`config.mk`:
```
export PLATFORM = sky130hd
export DESIGN_NAME = pending_priority_encoder_flat
export DESIGN_NICKNAME = d
export VERILOG_FILES = /design/src/rtl/pending_priority_encoder_pkg.sv /design/src/rtl/pending_priority_encoder_if.sv /design/src/rtl/pending_priority_encoder_prio_pick.sv /design/src/rtl/pending_priority_encoder.sv /design/src/flat_wrapper.sv
export SDC_FILE = /design/constraint.sdc
export NUM_CORES = 1
export LEC_CHECK = 0
export BUFFER_PORTS_ARGS = -buffer_cell sky130_fd_sc_hd__buf_2
export CORE_ASPECT_RATIO = 0.75
export CORE_UTILIZATION = 52
export CTS_CLUSTER_DIAMETER = 120
export DETAILED_ROUTE_END_ITERATION = 8
export HOLD_SLACK_MARGIN = 0.12
export PLACE_DENSITY = 0.84
export SETUP_SLACK_MARGIN = 0.5
export SLEW_MARGIN = 20
export SYNTH_ARGS = -nofsm -noshare
export SYNTH_HDL_FRONTEND = slang
export SYNTH_HIERARCHICAL = 1
export SYNTH_SLANG_ARGS = --single-unit
```
`constraint.sdc`:
```
create_clock -name clk -period 3.2 [get_ports clk]
set_input_delay 0.16 -clock clk [delete_from_list [all_inputs] [get_ports clk]]
set_output_delay 0.16 -clock clk [all_outputs]
set_load 0.02 [all_outputs]
```
`src/rtl/pending_priority_encoder_pkg.sv`:
```
// Shared constants and helpers for the pending priority encoder.
package enc_pkg;

    localparam int ENC_MODE_FIXED = 0;
    localparam int ENC_MODE_RR    = 1;

    function automatic int enc_idx_w(input int n);
        return (n < 2) ? 1 : $clog2(n);
    endfunction

endpackage

```
`src/rtl/pending_priority_encoder_if.sv`:
```
// Index-stream handshake between the encoder (master) and its consumer (slave).
interface pending_priority_encoder_if #(
    parameter int W = 3
) ();

    logic         out_valid;
    logic         out_ready;
    logic [W-1:0] out_idx;

    modport master (
        output out_valid,
        output out_idx,
        input  out_ready
    );

    modport slave (
        input  out_valid,
        input  out_idx,
        output out_ready
    );

endinterface

```
`src/rtl/pending_priority_encoder_prio_pick.sv`:
```
// Combinational circular lowest-index search over vec, beginning at position start.
module prio_pick
    import enc_pkg::*;
#(
    parameter int N = 8,
    parameter int W = enc_idx_w(N)
) (
    input  logic [N-1:0] vec,
    input  logic [W-1:0] start,
    output logic         found,
    output logic [W-1:0] idx
);

    always_comb begin : search
        int j;
        j     = 0;
        found = 1'b0;
        idx   = '0;
        for (int i = 0; i < N; i++) begin
            j = (int'(start) + i) % N;
            if (!found && vec[j]) begin
                found = 1'b1;
                idx   = W'(j);
            end
        end
    end

endmodule

```
`src/rtl/pending_priority_encoder.sv`:
```
// Captures request pulses into a pending vector and serialises them as an index stream
// over a valid/ready handshake, using fixed-priority or round-robin selection.
module pending_priority_encoder
    import enc_pkg::*;
#(
    parameter int N    = 8,
    parameter int W    = enc_idx_w(N),
    parameter int MODE = ENC_MODE_FIXED
) (
    input  logic                        clk,
    input  logic                        rst_n,
    input  logic [N-1:0]                req_i,
    input  logic                        clr_i,
    pending_priority_encoder_if.master  out_if,
    output logic [N-1:0]                pending_o,
    output logic                        overflow_o
);

    localparam logic [W-1:0] LAST_IDX = W'(N - 1);

    logic [N-1:0] pending_q, pending_d;
    logic         out_valid_q, out_valid_d;
    logic [W-1:0] out_idx_q, out_idx_d;
    logic [W-1:0] ptr_q, ptr_d;
    logic         overflow_q, overflow_d;

    logic [W-1:0] start;
    logic         found;
    logic [W-1:0] pick_idx;
    logic         load;
    logic [N-1:0] pop_mask;

    // Round-robin resumes one past the last served index; fixed mode always scans from 0.
    always_comb begin
        start = '0;
        if (MODE == ENC_MODE_RR) begin
            start = (ptr_q == LAST_IDX) ? '0 : ptr_q + 1'b1;
        end
    end

    prio_pick #(
        .N (N),
        .W (W)
    ) u_pick (
        .vec   (pending_q),
        .start (start),
        .found (found),
        .idx   (pick_idx)
    );

    always_comb begin
        load     = !clr_i && (!out_valid_q || out_if.out_ready) && found;
        pop_mask = '0;
        if (load) begin
            pop_mask[pick_idx] = 1'b1;
        end

        pending_d   = (pending_q & ~pop_mask) | req_i;
        overflow_d  = |(req_i & pending_q & ~pop_mask);
        out_valid_d = out_valid_q;
        out_idx_d   = out_idx_q;
        ptr_d       = ptr_q;

        if (load) begin
            out_valid_d = 1'b1;
            out_idx_d   = pick_idx;
            ptr_d       = pick_idx;
        end else if (out_valid_q && out_if.out_ready) begin
            out_valid_d = 1'b0;
        end

        // Flush overrides any concurrent load, handshake or incoming request.
        if (clr_i) begin
            pending_d   = '0;
            overflow_d  = 1'b0;
            out_valid_d = 1'b0;
        end
    end

    always_ff @(posedge clk or negedge rst_n) begin
        if (!rst_n) begin
            pending_q   <= '0;
            out_valid_q <= 1'b0;
            out_idx_q   <= '0;
            ptr_q       <= LAST_IDX;
            overflow_q  <= 1'b0;
        end else begin
            pending_q   <= pending_d;
            out_valid_q <= out_valid_d;
            out_idx_q   <= out_idx_d;
            ptr_q       <= ptr_d;
            overflow_q  <= overflow_d;
        end
    end

    assign out_if.out_valid = out_valid_q;
    assign out_if.out_idx   = out_idx_q;
    assign pending_o        = pending_q;
    assign overflow_o       = overflow_q;

endmodule
```
`src/flat_wrapper.sv`:
```
// flat-port wrapper written by rule: the top's interface ports become plain ports
module pending_priority_encoder_flat import enc_pkg::*;
#(
    parameter int N    = 8,
    parameter int W    = enc_idx_w(N),
    parameter int MODE = ENC_MODE_FIXED
)
  (clk, rst_n, req_i, clr_i, pending_o, overflow_o, out_if_out_valid, out_if_out_idx, out_if_out_ready);
  pending_priority_encoder_if #(.W(W)) out_if_i ();
  input  logic clk;
  input  logic rst_n;
  input  logic [N-1:0] req_i;
  input  logic clr_i;
  output logic [N-1:0] pending_o;
  output logic overflow_o;
  output wire logic [$bits(out_if_i.out_valid)-1:0] out_if_out_valid;
  output wire logic [$bits(out_if_i.out_idx)-1:0] out_if_out_idx;
  input wire logic [$bits(out_if_i.out_ready)-1:0] out_if_out_ready;
  assign out_if_out_valid = out_if_i.out_valid;
  assign out_if_out_idx = out_if_i.out_idx;
  assign out_if_i.out_ready = out_if_out_ready;
  pending_priority_encoder #(.N(N), .W(W), .MODE(MODE)) u_core (.clk(clk), .rst_n(rst_n), .req_i(req_i), .clr_i(clr_i), .out_if(out_if_i), .pending_o(pending_o), .overflow_o(overflow_o));
endmodule
```
==> flow_summary.json <==
{
  "layout.cells.most_common_list": "buf_4 (31), buf_2 (24), nand2_1 (23)",
  "end_kind": "register",
  "multi_input_area_um2": 1470,
  "synthCells": 201,
  "die_w_um": 69.5,
  "finalNetCount": 273,
  "relSlewSlack_pct": 60.8,
  "yosysWarnings": 6,
  "reg2regPathDepth": 11,
  "fp.dieArea_um2": 3650,
  "finalCritPeriodShare_pct": 95.9,
  "rrSetupSlack_ns": 0.13,
  "clock_power_share_pct": 14.4,
  "final_common_cell": "buf_4",
  "vias_per_cell": 7.28,
  "finClkSkew_ns": 0.00723,
  "ys_ff_latch": 13,
  "worstPathRequired_ns": 3.32,
  "p_int_w": 0.000588,
  "gr-total-overflow": 0,
  "wirelength_um": 6750,
  "num_vias": 2155,
  "drtPass1Iterations": 6,
  "synth_area_leader_cell": "dfrtp_1",
  "clock_sinks": 13,
  "cts-root-buf": "clkbuf_8",
  "rows": 17,
  "netlist_area_um2": 1770,
  "diodes": 0,
  "n_fill_cell": 188,
  "pwr-share-seq_pct": 19.1,
  "insertion_delay_ns": 0.25,
  "numCtsBuffers": 3,
  "ctsHtreeMaxLevel": 1,
  "crit_type": "reg -> reg",
  "seqCellArea_um2": 332,
  "dp.cells": 265,
  "synth_top_area_share_pct": 18.3,
  "grt_max_degree": 20,
  "arrival_ns": 3.19,
  "hold_violations": 0,
  "switching_share_pct": 43.8,
  "cp_max_fo": 6,
  "start_kind": "register",
  "first_global_vias": 1672,
  "yosysSeqAreaShare_pct": 18.3,
  "run_status": "complete, no violations",
  "cts_buffer_depth": 2,
  "finalSetupTns_ns": 0,
  "synth_flop_cell": "dfrtp_1",
  "async_flop_share_pct": 100,
  "final_cell_count_no_fill": 296,
  "area_delta_synth_final_pct": 33.1,
  "dp_hpwl_um": 3490,
  "r2r_start": "u_core/pending_o[0]",
  "endpoint": "u_core/pending_o[4]",
  "wl_per_cell_um": 22.8,
  "power_frac_comb_pct": 66.5,
  "start_util_pct": 57.5,
  "drtIter0Drc": 351,
  "ios": 25,
  "worstMarginPinSlew_ns": 0.579,
  "gp_congestion": 0.966,
  "synth-edff-count": 0,
  "drive_gt1_share_pct": 46.5,
  "p_sw_w": 0.000458,
  "finalSetupViolations": 0,
  "grt_pass1_wl_um": 8860,
  "avgSynthCellArea_um2": 8.83,
  "fmax_mhz": 326,
  "vdd_drop_max_uv": 242,
  "startpoint": "u_core/pending_o[0]",
  "maxCapViolations": 0,
  "hp-class": "in -> reg",
  "drv_slew": 0,
  "port_buffers": 24,
  "drc_errors": 0,
  "leakage_nw": 1.02,
  "rsz0062_at_grt": "true",
  "r2r_end": "u_core/pending_o[4]",
  "path_clk_slew_ns": 0.06,
  "antenna_left": 0,
  "core_um2": 3080,
  "period_needed_ns": 3.07,
  "cts_tree": "done",
  "antenna_found_initial": 0,
  "power.density_nw_per_um2": 443,
  "ys_top_cells_by_area": "dfrtp_1 (18%), mux4_2 (13%), mux4_1 (7.4%)",
  "yosysUniqueCellTypes": 61,
  "die_y_um": 52.6,
  "grt_use_total_pct": 31.9
}
worst max-delay path, cell delays in order, from the launching register on:
cell and delay [ns]:
dfrtp_2 0.41, mux4_2 0.51, nor2_4 0.15, o41a_1 0.26
o21ai_4 0.13, nor2_2 0.19, o211ai_1 0.15, a22oi_2 0.26
buf_4 0.19, or4b_4 0.47, a21oi_2 0.17, nor2_1 0.06
how the worst min path moves through the flow:
stage                     cells past startpoint                        to  startpoint  slack (ns)
after global placement                        1   u_core/out_if.out_valid       rst_n        0.06
after floorplan                               0  u_core/out_if.out_idx[0]       rst_n       -0.14
after global routing                          3       u_core/pending_o[3]    req_i[3]        0.17
after detailed placement                      1   u_core/out_if.out_valid       rst_n        0.07
final                                         3       u_core/pending_o[1]    req_i[1]        0.15
after CTS                                     3       u_core/pending_o[1]    req_i[1]        0.15
synth_stat cells, types with 3 or more instances:
library cell	number
nand2_1	25
a21oi_1	21
nor2_1	21
dfrtp_1	13
mux4_2	10
inv_1	8
buf_2	7
o21ai_0	7
mux2i_1	6
mux4_1	5
a22oi_1	4
clkbuf_1	4
a31oi_1	3
and3_1	3
mux2_2	3
through the flow:
stage	power (W)	instance area [um2]	hold slack (ns)	util, %	setup WS, ns
2_1_floorplan	0.000552	1810	-0.136	-	0.398
3_3_place_gp	0.000643	1970	0.0624	63.8	0.130
3_5_place_dp	0.000652	1970	0.0665	63.8	0.0900
4_1_cts	0.000885	2190	0.152	71.0	0.424
5_1_grt	0.00108	2360	0.172	76.6	0.0593
6_report	0.00105	2360	0.152	76.6	0.131
power groups by stage:
stage / clock [W] / combinational [W] / sequential [W]
final: 0.000151 / 0.000695 / 0.000200
after global routing: 0.000161 / 0.000719 / 0.000203
after detailed placement: 0 / 0.000449 / 0.000203
after CTS: 0.000153 / 0.000534 / 0.000198
after floorplan: 0 / 0.000310 / 0.000242
after global placement: 0 / 0.000442 / 0.000202
routing by layer:
metal	share of wire [%]	track usage, %
met3	12	4.04
met4	5.9	7.14
met2	46	50.2
met1	36	47.2
met5	0	0
cell type report:
cell class / instances / share of cell area [%]
clock inverter: 1 / 0.212
multi-input combinational: 170 / 62.3
sequential: 13 / 14.0
tap: 38 / 2.01
inverter: 9 / 1.43
timing repair buffer: 62 / 18.2
clock buffer: 3 / 1.75
state kept, by name, indices dropped and copies added (netlist names):
name / flops
u_core/pending_o: 8
u_core/out_if.out_idx: 3
u_core/out_if.out_valid: 1
u_core/overflow_o: 1
timing repair:
item	4_1_cts	5_1_grt
hold endpoints to repair	13	0
cloned	0	1
pin swaps	10	19
hold buffers	1	0
resized for setup	15	23
setup buffers	13	12
endpoints found under the setup margin	10	9
logic make-up (layout without fill, tap and decap cells):
group / after synthesis / in the layout / synth area share (%)
buffers and inverters: 23 / 75 / 6.84
multiplexers: 27 / 27 / 28.4
adder cells (fa/ha/maj): 2 / 2 / 1.41
flip-flops: 13 / 13 / 18.3
AO/OA/AOI/OAI: 60 / 60 / 22.9
XOR/XNOR: 3 / 3 / 1.48
AND/OR/NAND/NOR: 72 / 72 / 20.5
other: 1 / 6 / 0.211
Power figures use the tool's default switching activity.
